==> src/rtl/lc3b_types.sv <==
// Shared LC-3b type definitions for the pipeline stages.
//   lc3b_word          16-bit datapath word
//   lc3b_opcode        4-bit instruction opcode with named constants
//   mem_stage_state_t  sequencing states of the memory stage
// Helpers classify opcodes by their memory behaviour.
package lc3b_types;

  typedef logic [15:0] lc3b_word;

  typedef enum logic [3:0] {
    op_br   = 4'b0000,
    op_add  = 4'b0001,
    op_ldb  = 4'b0010,
    op_stb  = 4'b0011,
    op_jsr  = 4'b0100,
    op_and  = 4'b0101,
    op_ldr  = 4'b0110,
    op_str  = 4'b0111,
    op_rti  = 4'b1000,
    op_not  = 4'b1001,
    op_ldi  = 4'b1010,
    op_sti  = 4'b1011,
    op_jmp  = 4'b1100,
    op_shf  = 4'b1101,
    op_lea  = 4'b1110,
    op_trap = 4'b1111
  } lc3b_opcode;

  typedef enum logic [1:0] {
    S_IDLE,
    S_ACCESS,
    S_INDIRECT,
    S_DONE
  } mem_stage_state_t;

  function automatic logic is_mem_op(input lc3b_opcode op);
    return op inside {op_ldr, op_ldb, op_str, op_stb, op_ldi, op_sti, op_trap};
  endfunction

  function automatic logic is_store_op(input lc3b_opcode op);
    return op inside {op_str, op_stb, op_sti};
  endfunction

endpackage

==> src/rtl/mem_byte_align.sv <==
// Byte-lane steering between the 16-bit memory port and byte operations.
//   addr_lsb     byte address bit (1 = high byte)
//   byte_op      1 for LDB/STB, 0 for word operations
//   load_raw     word returned by memory
//   store_data   register data to be stored
//   load_data    selected and sign-extended (byte) or raw (word) load result
//   store_wdata  replicated (byte) or raw (word) write data
//   store_be     write byte-lane mask
module mem_byte_align
  import lc3b_types::*;
(
  input  logic       addr_lsb,
  input  logic       byte_op,
  input  lc3b_word   load_raw,
  input  lc3b_word   store_data,
  output lc3b_word   load_data,
  output lc3b_word   store_wdata,
  output logic [1:0] store_be
);

  logic [7:0] sel_byte;

  always_comb begin
    sel_byte    = addr_lsb ? load_raw[15:8] : load_raw[7:0];
    load_data   = load_raw;
    store_wdata = store_data;
    store_be    = 2'b11;
    if (byte_op) begin
      load_data   = {{8{sel_byte[7]}}, sel_byte};
      // Byte stores put the byte on both lanes; the mask picks the real one.
      store_wdata = {store_data[7:0], store_data[7:0]};
      store_be    = addr_lsb ? 2'b10 : 2'b01;
    end
  end

endmodule

==> src/rtl/mem_stage.sv <==
// LC-3b pipeline memory stage: issues one memory access per buffered
// memory instruction, stalls upstream until it completes, pulses done.
//   clk, reset        rising-edge clock, async active-high reset
//   valid_in          stage buffer holds a live instruction
//   opcode_in         buffered opcode
//   mar_in, mdr_in    effective address and store data
//   mem_rdata/resp    memory read data and one-cycle completion strobe
//   mem_read/write    request strobes, held until mem_resp
//   mem_address       word-aligned address
//   mem_byte_enable   write lane mask
//   mem_wdata         write data
//   stall             holds the upstream buffer
//   mem_data_out      registered load result
//   done              one-cycle completion pulse
//   mem_error         sticky timeout flag
// Parameter TIMEOUT: cycles per phase before abort (0 = never).
// Macro LDI_STI_EN: two-phase indirect LDI/STI; otherwise they act as LDR/STR.
module mem_stage
  import lc3b_types::*;
#(
  parameter int unsigned TIMEOUT = 255
) (
  input  logic       clk,
  input  logic       reset,
  input  logic       valid_in,
  input  lc3b_opcode opcode_in,
  input  lc3b_word   mar_in,
  input  lc3b_word   mdr_in,
  input  lc3b_word   mem_rdata,
  input  logic       mem_resp,
  output logic       mem_read,
  output logic       mem_write,
  output lc3b_word   mem_address,
  output logic [1:0] mem_byte_enable,
  output lc3b_word   mem_wdata,
  output logic       stall,
  output lc3b_word   mem_data_out,
  output logic       done,
  output logic       mem_error
);

  localparam int unsigned CW = (TIMEOUT > 1) ? $clog2(TIMEOUT) : 1;

  mem_stage_state_t state_q, state_d;
  logic [CW-1:0]    cnt_q, cnt_d;
  lc3b_word         data_q, data_d;
  logic             err_q, err_d;
`ifdef LDI_STI_EN
  // Pointer is kept as a word index; the indirect access is word-aligned.
  logic [14:0]      ptr_q, ptr_d;
  logic             indirect_op;
`endif

  lc3b_word   align_load, align_wdata;
  logic [1:0] align_be;
  logic       byte_op, phase_write, timed_out;

  assign byte_op = (opcode_in == op_ldb) || (opcode_in == op_stb);

  mem_byte_align u_align (
    .addr_lsb    (mar_in[0]),
    .byte_op     (byte_op),
    .load_raw    (mem_rdata),
    .store_data  (mdr_in),
    .load_data   (align_load),
    .store_wdata (align_wdata),
    .store_be    (align_be)
  );

  assign timed_out = (TIMEOUT != 0) && (cnt_q == CW'(TIMEOUT - 1));

`ifdef LDI_STI_EN
  assign indirect_op = (opcode_in == op_ldi) || (opcode_in == op_sti);
  // The pointer fetch of an indirect store is a read.
  assign phase_write = is_store_op(opcode_in) && !(state_q == S_ACCESS && indirect_op);
`else
  assign phase_write = is_store_op(opcode_in);
`endif

  always_comb begin
    state_d         = state_q;
    cnt_d           = cnt_q;
    data_d          = data_q;
    err_d           = err_q;
`ifdef LDI_STI_EN
    ptr_d           = ptr_q;
`endif
    mem_read        = 1'b0;
    mem_write       = 1'b0;
    mem_address     = '0;
    mem_byte_enable = '0;
    mem_wdata       = '0;
    stall           = 1'b0;
    done            = 1'b0;

    case (state_q)
      S_IDLE: begin
        if (valid_in && is_mem_op(opcode_in)) begin
          stall   = 1'b1;
          cnt_d   = '0;
          state_d = S_ACCESS;
        end
      end

      S_ACCESS, S_INDIRECT: begin
        stall       = 1'b1;
        mem_address = {mar_in[15:1], 1'b0};
`ifdef LDI_STI_EN
        if (state_q == S_INDIRECT) mem_address = {ptr_q, 1'b0};
`endif
        if (phase_write) begin
          mem_write       = 1'b1;
          mem_wdata       = align_wdata;
          mem_byte_enable = align_be;
        end else begin
          mem_read        = 1'b1;
          mem_byte_enable = 2'b11;
        end

        if (mem_resp) begin
          cnt_d   = '0;
          state_d = S_DONE;
          if (!phase_write) data_d = align_load;
`ifdef LDI_STI_EN
          if (state_q == S_ACCESS && indirect_op) begin
            ptr_d   = mem_rdata[15:1];
            data_d  = data_q;
            state_d = S_INDIRECT;
          end
`endif
        end else if (timed_out) begin
          cnt_d   = '0;
          err_d   = 1'b1;
          data_d  = '0;
          state_d = S_DONE;
        end else begin
          cnt_d = cnt_q + 1'b1;
        end
      end

      S_DONE: begin
        done    = 1'b1;
        state_d = S_IDLE;
      end

      default: state_d = S_IDLE;
    endcase

    // Reset forces IDLE, but stall would still follow valid_in combinationally.
    if (reset) stall = 1'b0;
  end

  always_ff @(posedge clk or posedge reset) begin
    if (reset) begin
      state_q <= S_IDLE;
      cnt_q   <= '0;
      data_q  <= '0;
      err_q   <= 1'b0;
`ifdef LDI_STI_EN
      ptr_q   <= '0;
`endif
    end else begin
      state_q <= state_d;
      cnt_q   <= cnt_d;
      data_q  <= data_d;
      err_q   <= err_d;
`ifdef LDI_STI_EN
      ptr_q   <= ptr_d;
`endif
    end
  end

  assign mem_data_out = data_q;
  assign mem_error    = err_q;

endmodule

==> config.mk <==
export PLATFORM = sky130hd
export DESIGN_NAME = mem_stage
export DESIGN_NICKNAME = d
export VERILOG_FILES = /design/src/rtl/lc3b_types.sv /design/src/rtl/mem_byte_align.sv /design/src/rtl/mem_stage.sv
export SDC_FILE = /design/constraint.sdc
export NUM_CORES = 1
export LEC_CHECK = 0
export BUFFER_PORTS_ARGS = -buffer_cell sky130_fd_sc_hd__buf_2
export CAP_MARGIN = 10
export CORE_ASPECT_RATIO = 0.6
export CORE_MARGIN = 2
export CORE_UTILIZATION = 46
export DETAILED_ROUTE_END_ITERATION = 16
export HOLD_SLACK_MARGIN = 0.15
export PLACE_DENSITY = 0.94
export SETUP_SLACK_MARGIN = 0.2
export SKIP_CTS_REPAIR_TIMING = 1
export SLEW_MARGIN = 20
export SYNTH_ARGS = -nofsm -noshare
export SYNTH_HDL_FRONTEND = slang
export SYNTH_SLANG_ARGS = --single-unit
==> constraint.sdc <==
create_clock -name clk -period 2.95 [get_ports clk]
set_input_delay 0.295 -clock clk [delete_from_list [all_inputs] [get_ports clk]]
set_output_delay 0.295 -clock clk [all_outputs]
set_load 0.005 [all_outputs]
==> metrics.csv, run 1 <==
metric;value;unit
diode count;0;
Reg2Reg Depth;7;
gp weighted congestion;0.858;
first-pass GRT wire length;7840;um
Die Height;51.8;um
Starting Density;0.478;
area grow syn2layout;35.1;%
DRT iter0 DRCs;81;
RSZ-0062 raised after global routing;no;
std cell rows;17;
Nets;361;
hpwl dp;3830;um
Post-synth EDFFs;0;
Worst path top cell family by delay;buffers and inverters;
Synthesized Nets;253;
Layout Cells excl Fill;346;
clock slew at reported path FFs;0.10;ns
ys flop type;dfrtp_1;
WL/cell;14.2;um
CP Max Fanout;19;
Max Cap Viol;0;
Worst setup SP type;flip-flop;
synthesized area per cell;9.10;um^2
Synth cell types;37;
synthesized area;0.00175;mm^2
Cell Area, Placed;0.00231;mm^2
top cells by area, synth;dfrtp_1 39%, and2_1 9.3%, o2bb2ai_1 8.0%;
Design Area, Final;0.00236;mm^2
vias per cell;5.31;
final core occ;0.645;
Critical Path Sink Type;primary output;
area fraction of the dominant cell type after synthesis;0.387;
port buffer count;109;
die width;83.6;um
Critical Path RT;2.65;ns
status;finished, final reports clean;
clk_lat worst skew;0.28;ns
DRC errors left;0;
measured slew at the worst slew-check pin;0.964;ns
Total Power;1.87;mW
Yosys top cell by area;dfrtp_1;
final setup fails;0;
final hold violation count;0;
drt pass-1 iters;4;
Routed WL;4900;um
CP Depth;7;
CTS sink count;27;
VDD IR-drop max;432;uV
critical path type;flip-flop to primary output;
Synth warnings;0;
Final Critical Period;2.34;ns
gr ovfl total;0;
proportion of layout cells with a drive suffix above 1;0.401;
skew final;0.00777;ns
Max Freq;427;MHz
core area;0.00366;mm^2
CP Buf/Inv Count;4;
register area share after synthesis;0.387;
max_slew headroom;0.354;
TNS Setup;0;ns
LEAKAGE;1.27;nW
largest net degree at the start of global routing;28;
Yosys reg bits;27;
IO Count;111;
Worst path max stage delay;0.42;ns
Clock Tree Root;clkbuf_8;
CP max stage cell;dfrtp_1;
dpl cells;342;
critical path data arrival time;2.05;ns
Via Count;1836;
GRT Total Usage;0.223;
vias in the first global route;1722;
fin crit share;0.794;
CTS tree;done;
setup slack, reg-to-reg;0.91;ns
antenna violations before repair;0;
cell breakdown of the critical path;inv_1 > ha_1 > buf_4 > nand3_1 > inv_1 > and2_1 > buf_2;
Die ar.;0.00433;mm^2
CTS max path bufs;2;
most frequent cell on the critical path;inv_1;
power per cell area;791;mW/mm^2
final antenna-violating net count;0;
Mapped Cells;192;
ys async rst share;1.00;
max-slew violation count;0;
htree depth;1;
total CTS buffers;3;
Worst Hold Class;input pin to asynchronous set/reset pin;
==> through the flow <==
step                hold slack [ns]  setup slack (ns)
finish                        0.113             0.609
global route                  0.176             0.417
detailed placement            0.470             0.623
CTS                           0.280             0.600
floorplan                     0.348              1.16
global placement              0.469             0.836
==> layout make-up <==
| class | count | area [um^2] |
|---|---|---|
| clock inverter | 1 | 8.76 |
| sequential | 27 | 676 |
| tap | 47 | 58.8 |
| multi-input combinational | 149 | 986 |
| fill | 333 | 1300 |
| timing repair buffer | 111 | 561 |
| inverter | 8 | 30.0 |
| clock buffer | 3 | 41.3 |
==> worst reg2reg max path, cell delays in order (launching register included) <==
cell and delay (ns):
dfrtp_1 0.42, inv_1 0.06, ha_1 0.30, buf_4 0.19, nor2b_1 0.15, a41oi_1 0.36
nor2_1 0.21, a22o_1 0.26
==> placed cells by master (no fill, tap or decap), types with 2 or more instances in the layout <==
cell type  count
buf_2        109
dfrtp_1       27
and2_1        26
nand2_1       23
o2bb2ai_1     16
a21oi_1       13
nor2_1        12
mux2i_1        8
inv_1          7
o21ai_0        7
nor2b_1        5
a22o_1         5
ha_1           5
nand3_1        3
and3_1         3
clkbuf_8       3
nand4_1        2
a21o_1         2
a31oi_1        2
buf_4          2
==> routing by layer <==
layer  global-route usage  part of all wire  vias to the layer above
li1                     -                 -                      892
met1                0.295              0.44                      862
met2                0.377              0.47                       78
met3               0.0651             0.088                        4
met4               0.0349            0.0041                        0
met5                    0                 0                        -
==> power breakdown <==
group	switching [mW]	internal [mW]
clock network	0.128	0.0993
registers	0.0850	0.501
logic	0.560	0.494
total	0.773	1.09
==> registers in the layout (all words and copies together), names as in the netlist <==
signal / count
cnt_q: 8
mem_data_out: 16
mem_error: 1
state_q: 2
==> synth_stat cells, drive strengths merged, types with 2 or more instances <==
library cell  instances
nand4                 2
o21ai                 8
nor2b                 5
a21oi                13
and3                  3
nand2                23
a21o                  2
and2                 27
a22o                  5
mux2i                 8
inv                   8
o211ai                2
o2bb2ai              16
a31oi                 2
buf                   7
nor3b                 2
nand3                 3
nor2                 12
ha                    5
dfrtp                27
==> worst paths after layout <==
path                                      start                to
min in group clk                  mem_rdata[14]  mem_data_out[14]
worst max-delay path                 state_q[0]      mem_wdata[1]
worst min-delay path                      reset          cnt_q[1]
max in group asynchronous                 reset   mem_data_out[5]
worst min register to register  mem_data_out[9]   mem_data_out[9]
worst max register to register       state_q[0]          cnt_q[5]
==> cell families after synthesis <==
kind of cell / after synthesis / share of synthesized area
buffers and inverters: 16 / 0.0494
DFF: 27 / 0.387
muxes: 8 / 0.0458
other: 1 / 0.00215
and+or+nand+nor: 82 / 0.252
adders and majority gates: 5 / 0.0358
AOI/OAI and AO/OA: 53 / 0.228
No activity file was read; power rests on OpenSTA's default activity.
==> run 2: changes to the inputs <==
--- a/config.mk
+++ b/config.mk
@@ -5,14 +5,15 @@
 export SDC_FILE = /design/constraint.sdc
 export NUM_CORES = 1
 export LEC_CHECK = 0
+export ABC_AREA = 1
 export BUFFER_PORTS_ARGS = -buffer_cell sky130_fd_sc_hd__buf_2
 export CAP_MARGIN = 10
 export CORE_ASPECT_RATIO = 0.6
 export CORE_MARGIN = 2
-export CORE_UTILIZATION = 46
+export CORE_UTILIZATION = 40
 export DETAILED_ROUTE_END_ITERATION = 16
 export HOLD_SLACK_MARGIN = 0.15
-export PLACE_DENSITY = 0.94
+export PLACE_DENSITY = 0.84
 export SETUP_SLACK_MARGIN = 0.2
 export SKIP_CTS_REPAIR_TIMING = 1
 export SLEW_MARGIN = 20
==> constraint.sdc (replaced) <==
create_clock -name clk -period 2.1 [get_ports clk]
set_input_delay 0.21 -clock clk [delete_from_list [all_inputs] [get_ports clk]]
set_output_delay 0.21 -clock clk [all_outputs]
set_load 0.005 [all_outputs]
==> metrics.csv, run 2 <==
metric;value;unit;change
CTS sink count;27;;unchanged
vias per cell;4.71;;-11%
diode count;0;;unchanged
status;finished, final reports clean;;
dpl cells;450;;+32%
cell breakdown of the critical path;inv_1 > ha_4 > clkinvlp_4 > nor2_4 > inv_6 > a211oi_1 > buf_2;;
Die ar.;0.00553;mm^2;+28%
Setup WS post-layout;0.156;ns;-0.453 ns
Max Freq;514;MHz;
synthesized area;0.00197;mm^2;+13%
area fraction of the dominant cell type after synthesis;0.343;;-0.0439
GRT Total Usage;0.184;;-0.0392
area grow syn2layout;37.2;%;
final antenna-violating net count;0;;unchanged
gp weighted congestion;0.862;;+0.45%
Synthesized Nets;346;;+37%
ys flop type;dfrtp_1;;
CTS tree;done;;
Max Cap Viol;0;;unchanged
synthesized area per cell;6.92;um^2;-24%
skew final;0.00315;ns;-0.00463 ns
proportion of layout cells with a drive suffix above 1;0.396;;-0.00535
Final Critical Period;1.94;ns;
hold_sp;mem_rdata[6];;
most frequent cells in the layout;109 x buf_2, 77 x nand2_1, 42 x inv_1;;
cell with the most instances after synthesis;nand2_1;;
Post-synth EDFFs;0;;unchanged
Via Count;2175;;+18%
Synth cell types;27;;-27%
gr ovfl total;0;;unchanged
Layout Cells excl Fill;462;;+34%
VDD IR-drop max;737;uV;+71%
vias in the first global route;1915;;+11%
power per cell area;1130;mW/mm^2;+43%
fin crit share;0.926;;
top cells by area, synth;dfrtp_1 34%, nand2_1 15%, inv_1 8.4%;;
Worst path max stage delay;0.40;ns;-0.02 ns
CP Max Fanout;16;;-3
max FFs per register;16;;unchanged
synth cell count leaders;77 x nand2_1, 44 x inv_1, 40 x nor2_1, 27 x dfrtp_1;;
Synth warnings;0;;unchanged
core area;0.00466;mm^2;+27%
WL/cell;11.5;um;-19%
CP Launch Point;state_q[0];;
clk_lat worst skew;0.28;ns;about the same
die width;94.6;um;+13%
first-pass GRT wire length;8250;um;+5.2%
final hold violation count;0;;unchanged
IO Count;111;;unchanged
critical path type;flip-flop to primary output;;
clock slew at reported path FFs;0.10;ns;about the same
Critical R2R Launch;state_q[0];;
Starting Density;0.423;;-0.0546
total CTS buffers;3;;unchanged
ys async rst share;1.00;;unchanged
dpl ws;0.110;ns;-0.513 ns
Critical Path RT;1.89;ns;-0.76 ns
htree depth;1;;unchanged
antenna violations before repair;0;;unchanged
Nets;461;;+28%
Worst Hold Class;input pin to flip-flop;;
largest net degree at the start of global routing;26;;-7.1%
Yosys top cell by area;dfrtp_1;;
DRT iter0 DRCs;89;;+9.9%
Critical Path Sink Type;primary output;;
max-slew violation count;0;;unchanged
RSZ-0062 raised after global routing;yes;;
Die Height;58.4;um;+13%
critical path data arrival time;1.73;ns;-0.32 ns
Worst setup SP type;flip-flop;;
CP max stage cell;dfrtp_1;;
final setup fails;0;;unchanged
std cell rows;19;;+2
Routed WL;5290;um;+8.0%
CTS max path bufs;2;;unchanged
DRC errors left;0;;unchanged
Mapped Cells;285;;+48%
final core occ;0.581;;-0.0645
most common cell after layout, fill and taps aside;buf_2;;
LEAKAGE;1.65;nW;+30%
Clock Tree Root;clkbuf_8;;
Yosys reg bits;27;;unchanged
register area share after synthesis;0.343;;-0.0439
port buffer count;109;;unchanged
drt pass-1 iters;4;;unchanged
hpwl dp;4130;um;+7.7%
[run 2: changes by cell type after synthesis, sizes merged, moves of 5 or more]
| cell | change |
|---|---|
| nor2 | +34 |
| inv | +40 |
| nand2 | +59 |
| a21oi | -9 |
| mux2i | -8 |
| a211oi | +8 |
| o2bb2ai | -16 |
| nand3 | +26 |
| nor2b | -5 |
| and2 | -27 |
| o21ai | +12 |
| a22o | -5 |
[run 2: worst max-delay path, delay by kind of cell (launching register included)]
family	cells	cell delay (ns)
flops	1	0.40
buf+inv	4	0.43
fa+ha+maj	1	0.31
simple gates	1	0.14
compound gates	1	0.16
[run 2: final timing paths]
path,cells past startpoint,slack (ns),endpoint
setup reg to reg,8,0.30,cnt_q[3]
setup / recovery,7,0.16,mem_wdata[8]
hold reg to reg,2,0.47,mem_error
min in group asynchronous,3,0.40,cnt_q[0]
max in group asynchronous,4,1.15,mem_data_out[8]
hold / removal,3,0.19,mem_data_out[6]
[run 2: cell type report]
type                    count  area, um^2
clock buffers               3        41.3
clock inverters             1        7.51
fillers                   441        1950
inverters                  48         191
multi-input cells         201        1090
flip-flops and latches     27         676
well taps                  63        78.8
repair buffers            119         623
[run 2: cell families (layout without fill, tap and decap cells)]
family          after synthesis  in the layout  share of synthesized area
buf+inv                      57            171                      0.129
simple gates                161            161                      0.390
flops                        27             27                      0.343
other cells                   1              1                    0.00190
compound gates               34             34                      0.104
fa+ha+maj                     5              5                     0.0317
[run 2: report_power, final]
part           total, mW  switching (mW)  internal, mW
Combinational       1.93            1.07         0.855
Sequential         0.829           0.126         0.703
Clock              0.310           0.175         0.135
Total               3.07            1.37          1.69
[run 2: routing by layer]
metal	vias to the layer above	GRT usage	part of all wire
met1	974	0.245	0.45
met4	0	0.0228	0
met3	0	0.0461	0.074
met5	-	0	0
li1	1115	-	-
met2	86	0.314	0.47
[run 2: per-stage QoR]
stage | cell area (um^2) | hold slack [ns] | power, mW | TNS (ns)
after floorplan | 1970 | 0.263 | 1.90 | 0
after global placement | 2540 | 0.157 | 2.47 | 0
after detailed placement | 2540 | 0.162 | 2.51 | 0
after CTS | 2590 | -0.148 | 2.83 | -0.504
after global routing | 2710 | 0.188 | 3.36 | 0
final | 2710 | 0.194 | 3.07 | 0
==> run 3: changes to the inputs <==
--- a/config.mk
+++ b/config.mk
@@ -6,14 +6,13 @@
 export NUM_CORES = 1
 export LEC_CHECK = 0
 export ABC_AREA = 1
-export BUFFER_PORTS_ARGS = -buffer_cell sky130_fd_sc_hd__buf_2
-export CAP_MARGIN = 10
 export CORE_ASPECT_RATIO = 0.6
 export CORE_MARGIN = 2
-export CORE_UTILIZATION = 40
+export CORE_UTILIZATION = 57
 export DETAILED_ROUTE_END_ITERATION = 16
+export DONT_BUFFER_PORTS = 1
 export HOLD_SLACK_MARGIN = 0.15
-export PLACE_DENSITY = 0.84
+export PLACE_DENSITY = 0.86
 export SETUP_SLACK_MARGIN = 0.2
 export SKIP_CTS_REPAIR_TIMING = 1
 export SLEW_MARGIN = 20
==> metrics.csv, run 3 (synthesis results as in run 2) <==
metric;value;unit;change
clk_lat worst skew;0.28;ns;about the same
Critical Path RT;1.89;ns;about the same
hpwl dp;3490;um;-15%
critical path data arrival time;1.71;ns;-0.02 ns
final antenna-violating net count;0;;unchanged
drt pass-1 iters;5;;+1
diode count;0;;unchanged
Die ar.;0.00396;mm^2;-28%
die width;79.9;um;-16%
total CTS buffers;3;;unchanged
htree depth;1;;unchanged
status;finished, final reports clean;;
dpl cells;324;;-28%
Final Critical Period;1.92;ns;-0.0220 ns
CP Max Fanout;16;;unchanged
final setup fails;0;;unchanged
Worst setup SP type;flip-flop;;
Critical Path Sink Type;primary output;;
RSZ-0062 raised after global routing;yes;;
Worst Hold Class;input pin to flip-flop;;
GRT Total Usage;0.225;;+0.0412
Max Freq;520;MHz;+1.1%
Worst path top cell family by delay;flip-flops;;
max FFs per register;16;;unchanged
Worst path max stage delay;0.41;ns;about the same
IO Count;111;;unchanged
proportion of layout cells with a drive suffix above 1;0.173;;-0.223
port buffer count;0;;-100%
CP Buf/Inv Count;3;;-1
Total Power;2.72;mW;-11%
skew final;0.00235;ns;-0.000799 ns
most frequent cells in the layout;77 x nand2_1, 43 x inv_1, 40 x nor2_1;;
measured slew at the worst slew-check pin;0.537;ns;
TNS Setup;0;ns;unchanged
area grow syn2layout;12.1;%;
Nets;356;;-23%
CTS tree;done;;
Die Height;49.6;um;-15%
first-pass GRT wire length;7250;um;-12%
Clock Tree Root;clkbuf_8;;
largest net degree at the start of global routing;26;;unchanged
fin crit share;0.915;;-0.0105
CP max stage cell;dfrtp_1;;
LEAKAGE;1.19;nW;-28%
critical path type;flip-flop to primary output;;
DRT iter0 DRCs;100;;+12%
final hold violation count;0;;unchanged
DRC errors left;0;;unchanged
CTS sink count;27;;unchanged
Via Count;1887;;-13%
Starting Density;0.601;;+0.177
Layout Cells excl Fill;339;;-27%
max-slew violation count;0;;unchanged
gp weighted congestion;0.834;;-3.3%
vias in the first global route;1605;;-16%
gr ovfl total;0;;unchanged
core area;0.00328;mm^2;-30%
Max Cap Viol;0;;unchanged
WL/cell;14.1;um;+23%
antenna violations before repair;0;;unchanged
clock slew at reported path FFs;0.10;ns;about the same
std cell rows;16;;-3
Routed WL;4780;um;-9.7%
vias per cell;5.57;;+18%
VDD IR-drop max;1010;uV;+38%
most common cell after layout, fill and taps aside;nand2_1;;
cell breakdown of the critical path;inv_1 > ha_4 > clkinvlp_4 > nor2_4 > inv_6 > a211oi_4;;
CTS max path bufs;2;;unchanged
power per cell area;1230;mW/mm^2;+8.7%
max_slew headroom;0.642;;
[run 3: cell count changes in the layout (fill, tap and decap cells not counted)]
cell           before  now
dlygate4sd3_1       1    4
a211oi_2            6    4
buf_2             109    0
buf_4               9   10
a211oi_4            0    4
nand2_4             2    1
inv_1              42   43
inv_2               3    2
a211oi_1            3    1
nand2_2             3    4
[run 3: worst paths after layout]
path | slack, ns | end | startpoint | cells after the start
setup / recovery | 0.18 | mem_wdata[12] | state_q[1] | 6
hold / removal | 0.12 | mem_data_out[1] | mem_rdata[9] | 2
setup reg to reg | 0.29 | cnt_q[6] | state_q[1] | 8
hold reg to reg | 0.49 | mem_error | mem_error | 2
max in group asynchronous | 1.31 | mem_data_out[9] | reset | 3
min in group asynchronous | 0.26 | cnt_q[1] | reset | 2
[run 3: cell type report]
class                   count  area (um^2)
well taps                  45         56.3
clock buffers               3         41.3
inverters                  48          191
multi-input cells         201         1120
clock inverters             1         7.51
fillers                   274         1070
flip-flops and latches     27          676
repair buffers             14          115
[run 3: routing by layer]
| layer | GRT usage | up-vias | wire length, um |
|---|---|---|---|
| li1 | - | 892 | - |
| met1 | 0.275 | 896 | 1950 |
| met2 | 0.403 | 91 | 2420 |
| met3 | 0.0495 | 8 | 345 |
| met4 | 0.0565 | 0 | 63 |
| met5 | 0 | - | 0 |
[run 3: power breakdown]
| group | total [mW] | switching, mW | internal [mW] |
|---|---|---|---|
| clock network | 0.310 | 0.175 | 0.135 |
| logic | 1.54 | 0.972 | 0.569 |
| registers | 0.872 | 0.169 | 0.703 |
[run 3: per-stage QoR]
step | area [um^2] | setup WS (ns) | hold WS (ns) | utilization
after floorplan | 1970 | 0.578 | 0.263 | -
after global placement | 1980 | 0.225 | 0.00215 | 0.603
after detailed placement | 1980 | 0.137 | 0.0111 | 0.603
after CTS | 2030 | -0.0275 | -0.292 | 0.617
after global routing | 2210 | 0.128 | 0.152 | 0.673
final | 2210 | 0.178 | 0.123 | 0.673
